===== src/rtl/gfx_cmd_pkg.sv =====
// Shared types and constants for the command dispatcher: opcodes, FSM states,
// error codes, header layout and header validation.
package gfx_cmd_pkg;

  localparam logic [7:0] OP_NOP          = 8'h00;
  localparam logic [7:0] OP_CLEAR        = 8'h01;
  localparam logic [7:0] OP_DRAW_TRI     = 8'h02;
  localparam logic [7:0] OP_SIMD         = 8'h03;
  localparam logic [7:0] OP_SET_COLOR    = 8'h10;
  localparam logic [7:0] OP_SET_VIEWPORT = 8'h11;

  localparam logic [15:0] LEN_NOP          = 16'd0;
  localparam logic [15:0] LEN_CLEAR        = 16'd0;
  localparam logic [15:0] LEN_DRAW_TRI     = 16'd6;
  localparam logic [15:0] LEN_SET_COLOR    = 16'd1;
  localparam logic [15:0] LEN_SET_VIEWPORT = 16'd4;

  typedef enum logic [2:0] {
    ST_IDLE,
    ST_ARGS,
    ST_EXEC,
    ST_DISPATCH,
    ST_WAIT_DONE,
    ST_DRAIN,
    ST_ERROR
  } state_e;

  typedef enum logic [2:0] {
    ERR_NONE         = 3'd0,
    ERR_UNKNOWN_OP   = 3'd1,
    ERR_LEN_MISMATCH = 3'd2,
    ERR_LEN_OVERFLOW = 3'd3,
    ERR_TIMEOUT      = 3'd4
  } err_e;

  typedef struct packed {
    logic [7:0]  opcode;
    logic [7:0]  flags;
    logic [15:0] length;
  } cmd_hdr_t;

  // Classify a header; checks are ordered unknown opcode, overflow, mismatch.
  function automatic err_e hdr_check(input cmd_hdr_t h, input int num_units, input int max_args);
    logic        known;
    logic        len_ok;
    logic [15:0] exp_len;
    known   = 1'b1;
    exp_len = '0;
    case (h.opcode)
      OP_NOP:          exp_len = LEN_NOP;
      OP_CLEAR:        begin exp_len = LEN_CLEAR;    known = (num_units >= 1); end
      OP_DRAW_TRI:     begin exp_len = LEN_DRAW_TRI; known = (num_units >= 2); end
      OP_SIMD:         known = (num_units >= 3);
      OP_SET_COLOR:    exp_len = LEN_SET_COLOR;
      OP_SET_VIEWPORT: exp_len = LEN_SET_VIEWPORT;
      default:         known = 1'b0;
    endcase
    len_ok = (h.opcode == OP_SIMD) ? (h.length != 16'd0) : (h.length == exp_len);
    if (!known)                      return ERR_UNKNOWN_OP;
    if (int'(h.length) > max_args)   return ERR_LEN_OVERFLOW;
    if (!len_ok)                     return ERR_LEN_MISMATCH;
    return ERR_NONE;
  endfunction

endpackage


===== src/rtl/cmd_arg_buffer.sv =====
// Argument word store: indexed write, synchronous clear, flat read-out with
// word k in bits [32k+31:32k].
module cmd_arg_buffer #(
  parameter int MAX_ARGS = 8
) (
  input  logic                   clk,
  input  logic                   rst,
  input  logic                   clr,
  input  logic                   wr_en,
  input  logic [15:0]            wr_idx,
  input  logic [31:0]            wr_data,
  output logic [32*MAX_ARGS-1:0] args
);

  logic [MAX_ARGS-1:0][31:0] buf_q, buf_d;

  always_comb begin
    buf_d = buf_q;
    if (clr) begin
      buf_d = '0;
    end else if (wr_en) begin
      for (int k = 0; k < MAX_ARGS; k++)
        if (wr_idx == 16'(k)) buf_d[k] = wr_data;
    end
  end

  always_ff @(posedge clk or posedge rst) begin
    if (rst) buf_q <= '0;
    else     buf_q <= buf_d;
  end

  assign args = buf_q;

endmodule


===== src/rtl/command_dispatcher.sv =====
// Decodes a header/payload word stream, updates colour/viewport state or
// dispatches to one of NUM_UNITS engines with a start/done handshake and watchdog.
module command_dispatcher
  import gfx_cmd_pkg::*;
#(
  parameter int NUM_UNITS      = 3,
  parameter int MAX_ARGS       = 8,
  parameter int TIMEOUT_CYCLES = 4096
) (
  input  logic                   clk,
  input  logic                   rst,
  input  logic                   cmd_valid,
  input  logic [31:0]            cmd_data,
  output logic                   cmd_ready,
  output logic [NUM_UNITS-1:0]   unit_start,
  input  logic [NUM_UNITS-1:0]   unit_done,
  output logic [32*MAX_ARGS-1:0] unit_args,
  output logic [15:0]            unit_argc,
  output logic [7:0]             unit_flags,
  output logic [31:0]            color_reg,
  output logic [127:0]           viewport,
  output logic                   busy,
  output logic                   err_valid,
  output logic [2:0]             err_code
);

  localparam bit          WD_EN   = (TIMEOUT_CYCLES > 0);
  localparam logic [31:0] WD_LAST = WD_EN ? 32'(TIMEOUT_CYCLES - 1) : 32'd0;

  state_e                 state_q, state_d;
  cmd_hdr_t               hdr_q, hdr_d;
  logic [15:0]            cnt_q, cnt_d;
  logic [31:0]            wd_q, wd_d;
  err_e                   pend_err_q, pend_err_d;
  logic [NUM_UNITS-1:0]   start_q, start_d;
  logic [15:0]            argc_q, argc_d;
  logic [7:0]             flags_q, flags_d;
  logic [31:0]            color_q, color_d;
  logic [127:0]           vp_q, vp_d;
  logic                   ready_q, ready_d;
  logic                   busy_q, busy_d;
  logic                   err_valid_q, err_valid_d;
  err_e                   err_code_q, err_code_d;

  logic                   accept;
  cmd_hdr_t               hdr_in;
  err_e                   hdr_err;
  logic [15:0]            cnt_inc;
  logic                   buf_clr, buf_wr;
  logic [32*MAX_ARGS-1:0] args_flat;
  logic [NUM_UNITS-1:0]   unit_sel;

  assign accept  = cmd_valid & ready_q;
  assign hdr_in  = cmd_hdr_t'(cmd_data);
  assign hdr_err = hdr_check(hdr_in, NUM_UNITS, MAX_ARGS);
  assign cnt_inc = cnt_q + 16'd1;

  // Unit i serves opcode i+1; only meaningful once the header is known valid.
  always_comb begin
    unit_sel = '0;
    for (int i = 0; i < NUM_UNITS; i++)
      unit_sel[i] = (hdr_q.opcode == 8'(i + 1));
  end

  cmd_arg_buffer #(.MAX_ARGS(MAX_ARGS)) u_args (
    .clk     (clk),
    .rst     (rst),
    .clr     (buf_clr),
    .wr_en   (buf_wr),
    .wr_idx  (cnt_q),
    .wr_data (cmd_data),
    .args    (args_flat)
  );

  always_comb begin
    state_d     = state_q;
    hdr_d       = hdr_q;
    cnt_d       = cnt_q;
    wd_d        = wd_q;
    pend_err_d  = pend_err_q;
    start_d     = '0;
    argc_d      = argc_q;
    flags_d     = flags_q;
    color_d     = color_q;
    vp_d        = vp_q;
    err_valid_d = 1'b0;
    err_code_d  = err_code_q;
    buf_clr     = 1'b0;
    buf_wr      = 1'b0;

    case (state_q)
      ST_IDLE: if (accept) begin
        hdr_d      = hdr_in;
        cnt_d      = '0;
        buf_clr    = 1'b1;
        pend_err_d = hdr_err;
        if (hdr_err != ERR_NONE)
          state_d = (hdr_in.length != 16'd0) ? ST_DRAIN : ST_ERROR;
        else
          state_d = (hdr_in.length == 16'd0) ? ST_EXEC : ST_ARGS;
      end
      ST_ARGS: if (accept) begin
        buf_wr = 1'b1;
        cnt_d  = cnt_inc;
        if (cnt_inc == hdr_q.length) state_d = ST_EXEC;
      end
      ST_EXEC: begin
        case (hdr_q.opcode)
          OP_SET_COLOR:    color_d = args_flat[31:0];
          OP_SET_VIEWPORT: vp_d    = 128'(args_flat);
          default:         ;
        endcase
        if (hdr_q.opcode inside {OP_NOP, OP_SET_COLOR, OP_SET_VIEWPORT}) begin
          state_d = ST_IDLE;
        end else begin
          start_d = unit_sel;
          argc_d  = hdr_q.length;
          flags_d = hdr_q.flags;
          state_d = ST_DISPATCH;
        end
      end
      ST_DISPATCH: begin
        wd_d    = '0;
        state_d = ST_WAIT_DONE;
      end
      ST_WAIT_DONE: begin
        if (|(unit_done & unit_sel)) begin
          state_d = ST_IDLE;
        end else if (WD_EN && wd_q == WD_LAST) begin
          pend_err_d = ERR_TIMEOUT;
          state_d    = ST_ERROR;
        end else begin
          wd_d = wd_q + 32'd1;
        end
      end
      ST_DRAIN: if (accept) begin
        cnt_d = cnt_inc;
        if (cnt_inc == hdr_q.length) state_d = ST_ERROR;
      end
      ST_ERROR: state_d = ST_IDLE;
      default:  state_d = ST_IDLE;
    endcase

    // ERROR always lasts one cycle, so entering it is exactly the pulse cycle.
    if (state_d == ST_ERROR) begin
      err_valid_d = 1'b1;
      err_code_d  = pend_err_d;
    end
  end

  assign ready_d = (state_d == ST_IDLE) || (state_d == ST_ARGS) || (state_d == ST_DRAIN);
  assign busy_d  = (state_d != ST_IDLE);

  always_ff @(posedge clk or posedge rst) begin
    if (rst) begin
      state_q     <= ST_IDLE;
      hdr_q       <= '0;
      cnt_q       <= '0;
      wd_q        <= '0;
      pend_err_q  <= ERR_NONE;
      start_q     <= '0;
      argc_q      <= '0;
      flags_q     <= '0;
      color_q     <= '0;
      vp_q        <= '0;
      ready_q     <= 1'b0;
      busy_q      <= 1'b0;
      err_valid_q <= 1'b0;
      err_code_q  <= ERR_NONE;
    end else begin
      state_q     <= state_d;
      hdr_q       <= hdr_d;
      cnt_q       <= cnt_d;
      wd_q        <= wd_d;
      pend_err_q  <= pend_err_d;
      start_q     <= start_d;
      argc_q      <= argc_d;
      flags_q     <= flags_d;
      color_q     <= color_d;
      vp_q        <= vp_d;
      ready_q     <= ready_d;
      busy_q      <= busy_d;
      err_valid_q <= err_valid_d;
      err_code_q  <= err_code_d;
    end
  end

  assign cmd_ready  = ready_q;
  assign unit_start = start_q;
  assign unit_args  = args_flat;
  assign unit_argc  = argc_q;
  assign unit_flags = flags_q;
  assign color_reg  = color_q;
  assign viewport   = vp_q;
  assign busy       = busy_q;
  assign err_valid  = err_valid_q;
  assign err_code   = err_code_q;

endmodule


===== config.mk =====
export PLATFORM = sky130hd
export DESIGN_NAME = command_dispatcher
export DESIGN_NICKNAME = d
export VERILOG_FILES = /design/src/rtl/gfx_cmd_pkg.sv /design/src/rtl/cmd_arg_buffer.sv /design/src/rtl/command_dispatcher.sv
export SDC_FILE = /design/constraint.sdc
export NUM_CORES = 1
export LEC_CHECK = 0
export BUFFER_PORTS_ARGS = -buffer_cell sky130_fd_sc_hd__buf_2
export CORE_MARGIN = 10
export CORE_UTILIZATION = 39
export CTS_BUF_LIST = sky130_fd_sc_hd__clkbuf_8
export CTS_CLUSTER_DIAMETER = 60
export DETAILED_ROUTE_END_ITERATION = 10
export GPL_ROUTABILITY_DRIVEN = 1
export SYNTH_ARGS = -nofsm -noshare
export SYNTH_HDL_FRONTEND = slang
export SYNTH_SLANG_ARGS = --single-unit

===== constraint.sdc =====
create_clock -name clk -period 18.8 [get_ports clk]
set_clock_uncertainty 0.1 [all_clocks]
set_input_delay 3.76 -clock clk [delete_from_list [all_inputs] [get_ports clk]]
set_output_delay 3.76 -clock clk [all_outputs]
set_load 0.005 [all_outputs]

==> key figures <==
Worst setup path
  – Critical Path Sink Type: asynchronous set/reset pin
  – Crit path max-delay family: buffers and inverters
  – CP max FO: 89
  – Crit-path cells: buf_2 -> clkinvlp_4 -> buf_4 -> buf_4 -> buf_4 -> buf_4
  – Delay of the slowest cell on the worst path: 0.95 ns
  – CP startpoint kind: input port
  – Worst setup path category: in2async
  – Slowest library cell on the worst path: buf_4
  – WP data required: 19.29 ns
  – Arr. time, crit path: 8.01 ns
  – CP bufs+invs: 6
  – Most used cell, CP: buf_4

Detailed routing
  – Vias per cell: 5.093
  – Drt drc: 0
  – Vias: 15820
  – Drt total wl: 69.50 mm
  – Drt first-iter violations: 1024
  – Routed len/inst: 22.38 um
  – DRT antenna net count: 0
  – DR pass1 iterations: 5

STA
  – Worst Tran Pin Value: 1.125 ns
  – Final Hold Viols: 0
  – Unrepaired setup endpoints after global routing: false
  – Max Clk Rate: 133.0 MHz
  – Max_slew headroom: 25.03%
  – Fin Setup TNS: 0 ns
  – Final min period: 7.518 ns
  – Finish-stage setup viols: 0
  – Final Max Tran Viols: 0
  – Period utilisation layout: 39.99%

Floorplanning
  – Die area: 63570 um2
  – Core box area: 53600 um2
  – Chip width: 252.1 um
  – Initial Util: 39.21%
  – DIE HEIGHT: 252.1 um
  – Row count: 85
  – I/O pin cnt: 487

Finish
  – Most common cell after layout, fill and taps aside: dfrtp_1
  – # fillers: 4899
  – Largest register FFs: 256
  – Final instance area: 26080 um2
  – Area taken by multi-input logic gates: 7296 um2
  – Share of layout cells above drive strength 1: 27.84%
  – Final Core Density: 48.66%
  – Synth-to-layout area growth: 24.11%
  – Register Area: 13390 um2
  – Layout Nets: 2383
  – Commonest non-fill, non-tap cells in the layout: dfrtp_1 (535), buf_2 (486), nand2_1 (413)

Logic synthesis
  – Post-synthesis adder-cell area fraction: 0.2977%
  – Ys flop type: dfrtp_1
  – Largest family of logic cells by synthesized area: simple AND/OR/NAND/NOR gates
  – Post-Syn Nets: 1894
  – Ys async rst share: 100.0%
  – Post-synth EDFFs: 0
  – Syn. warnings: 0
  – Synthesis-stage register bit count: 535
  – Synth area leaders: dfrtp_1 (64%), mux2_1 (9.8%), nand2_1 (7.4%)
  – Post-synthesis simple-gate area fraction: 13.02%
  – Post-synthesis mux area share: 10.11%
  – Synth Area in Compound Gates: 8.496%
  – Post-synth top area share: 63.70%
  – XOR/XNOR Fraction of Synth Area: 2.084%
  – Synth cell types: 62
  – Mapped Cells: 1851
  – Post-Syn Area per Cell: 11.35 um2
  – Netlist Area Pre-Place: 21020 um2
  – Cell taking the most area after synthesis: dfrtp_1
  – Register area share after synthesis: 63.70%

Clock network
  – Postcts setup bufs: 0
  – # hold bufs at CTS: 0
  – CTS tree: built
  – CTS Sinks: 535
  – Clk buf depth: 3
  – Cts repair resizes: 0
  – CTS buffer count: 89
  – CTS clk-pin slew, worst paths: 0.06 ns
  – Clock root buffer: clkbuf_8
  – Clock Latency Late Sink: 0.68 ns
  – H-Tree Level Count: 3

Placed design
  – Post-DP HPWL: 51.10 mm
  – Dpl cell area: 24200 um2
  – # port buffers: 486
  – GPL Wtd Cong: 0.8715

Global routing
  – GRT overflow: 0
  – Pin count of the biggest net entering global routing: 90
  – First-pass GRT wire length: 104.2 mm
  – GRT Overall Usage: 21.48%
  – Initial antenna violation count: 3
  – Vias in the first global route: 16010

Status
  – Outcome: finished, final reports clean

Power
  – Peak supply drop: 0.06222 mV
  – Lkg Pwr: 13.98 nW
  – P per Cell Area: 141.5 nW/um2

Min path
  – Hold Crit Class: reg2reg

Job
  – Max capacitance violation total: 0
[worst register-to-register path: cells and delay by family, from the launching register on]
| kind | cells | cell delay [ns] |
|---|---|---|
| DFF | 1 | 0.37 |
| buffers and inverters | 1 | 0.69 |
| muxes | 1 | 0.65 |
| and+or+nand+nor | 4 | 2.00 |
[metal layers]
metal	track usage (%)	wire [um]	up-vias
met2	35.62	33790	509
met4	7.651	1851	0
met3	5.367	4656	104
met1	26.87	29210	7899
li1	-	-	7308
met5	0	0	-
[cells by family after synthesis]
group           Yosys count
xor+xnor                 50
simple gates            620
compound gates          330
mux                     189
fa+ha+maj                 5
flops                   535
buf+inv                 122
[power by group]
group / internal [mW] / leakage [nW] / switching (mW)
clock: 0.594 / 1.06 / 0.472
sequential: 1.46 / 6.99 / 0.299
combinational: 0.344 / 5.93 / 0.524
[Yosys cell counts, types with 8 or more instances]
library cell	count
a31oi_1	8
and2_1	9
and3_1	10
and4_1	8
buf_1	10
clkbuf_1	92
dfrtp_1	535
inv_1	10
mux2_1	182
nand2_1	414
nand3_1	28
nand4_1	16
nor2_1	65
nor3_1	12
nor4_1	14
nor4b_1	9
o21ai_0	278
o21ai_1	8
xnor2_1	30
xor2_1	20
[final timing paths]
kind / from / endpoint / slack [ns] / cells past startpoint
setup / recovery: rst / u_args.args[131]$_DFFE_PP0P_ / 11.28 / 6
hold / removal: u_args.args[225]$_DFFE_PP0P_ / u_args.args[225]$_DFFE_PP0P_ / 0.37 / 2
setup reg to reg: hdr_q[26]$_DFFE_PP0P_ / viewport[36]$_DFFE_PP0P_ / 14.86 / 6
hold reg to reg: u_args.args[225]$_DFFE_PP0P_ / u_args.args[225]$_DFFE_PP0P_ / 0.37 / 2
max in group clk: cmd_data[26] / err_code[0]$_DFFE_PP0P_ / 13.04 / 8
min in group asynchronous: rst / viewport[124]$_DFFE_PP0P_ / 3.23 / 2
[metrics by stage]
step	total power, mW	hold WS, ns	std cells	worst slack (ns)
2_1_floorplan	2.073	0.3358	1851	7.666
3_3_place_gp	2.627	0.3537	2945	10.52
3_5_place_dp	2.660	0.3641	2945	10.37
4_1_cts	3.734	0.3776	3103	11.12
5_1_grt	3.914	0.3942	3105	10.59
6_report	3.690	0.3739	3106	11.28
[layout make-up]
class                           instances  area share, %
Sequential cell                       535          51.33
Tap cell                              696          3.339
Inverter                               11         0.1727
Clock inverter                         42          1.055
Clock buffer                          116          6.121
Antenna cell                            3        0.02878
Timing Repair Buffer                  509          9.987
Multi-Input combinational cell       1194          27.97
Power figures use the tool's default switching activity.
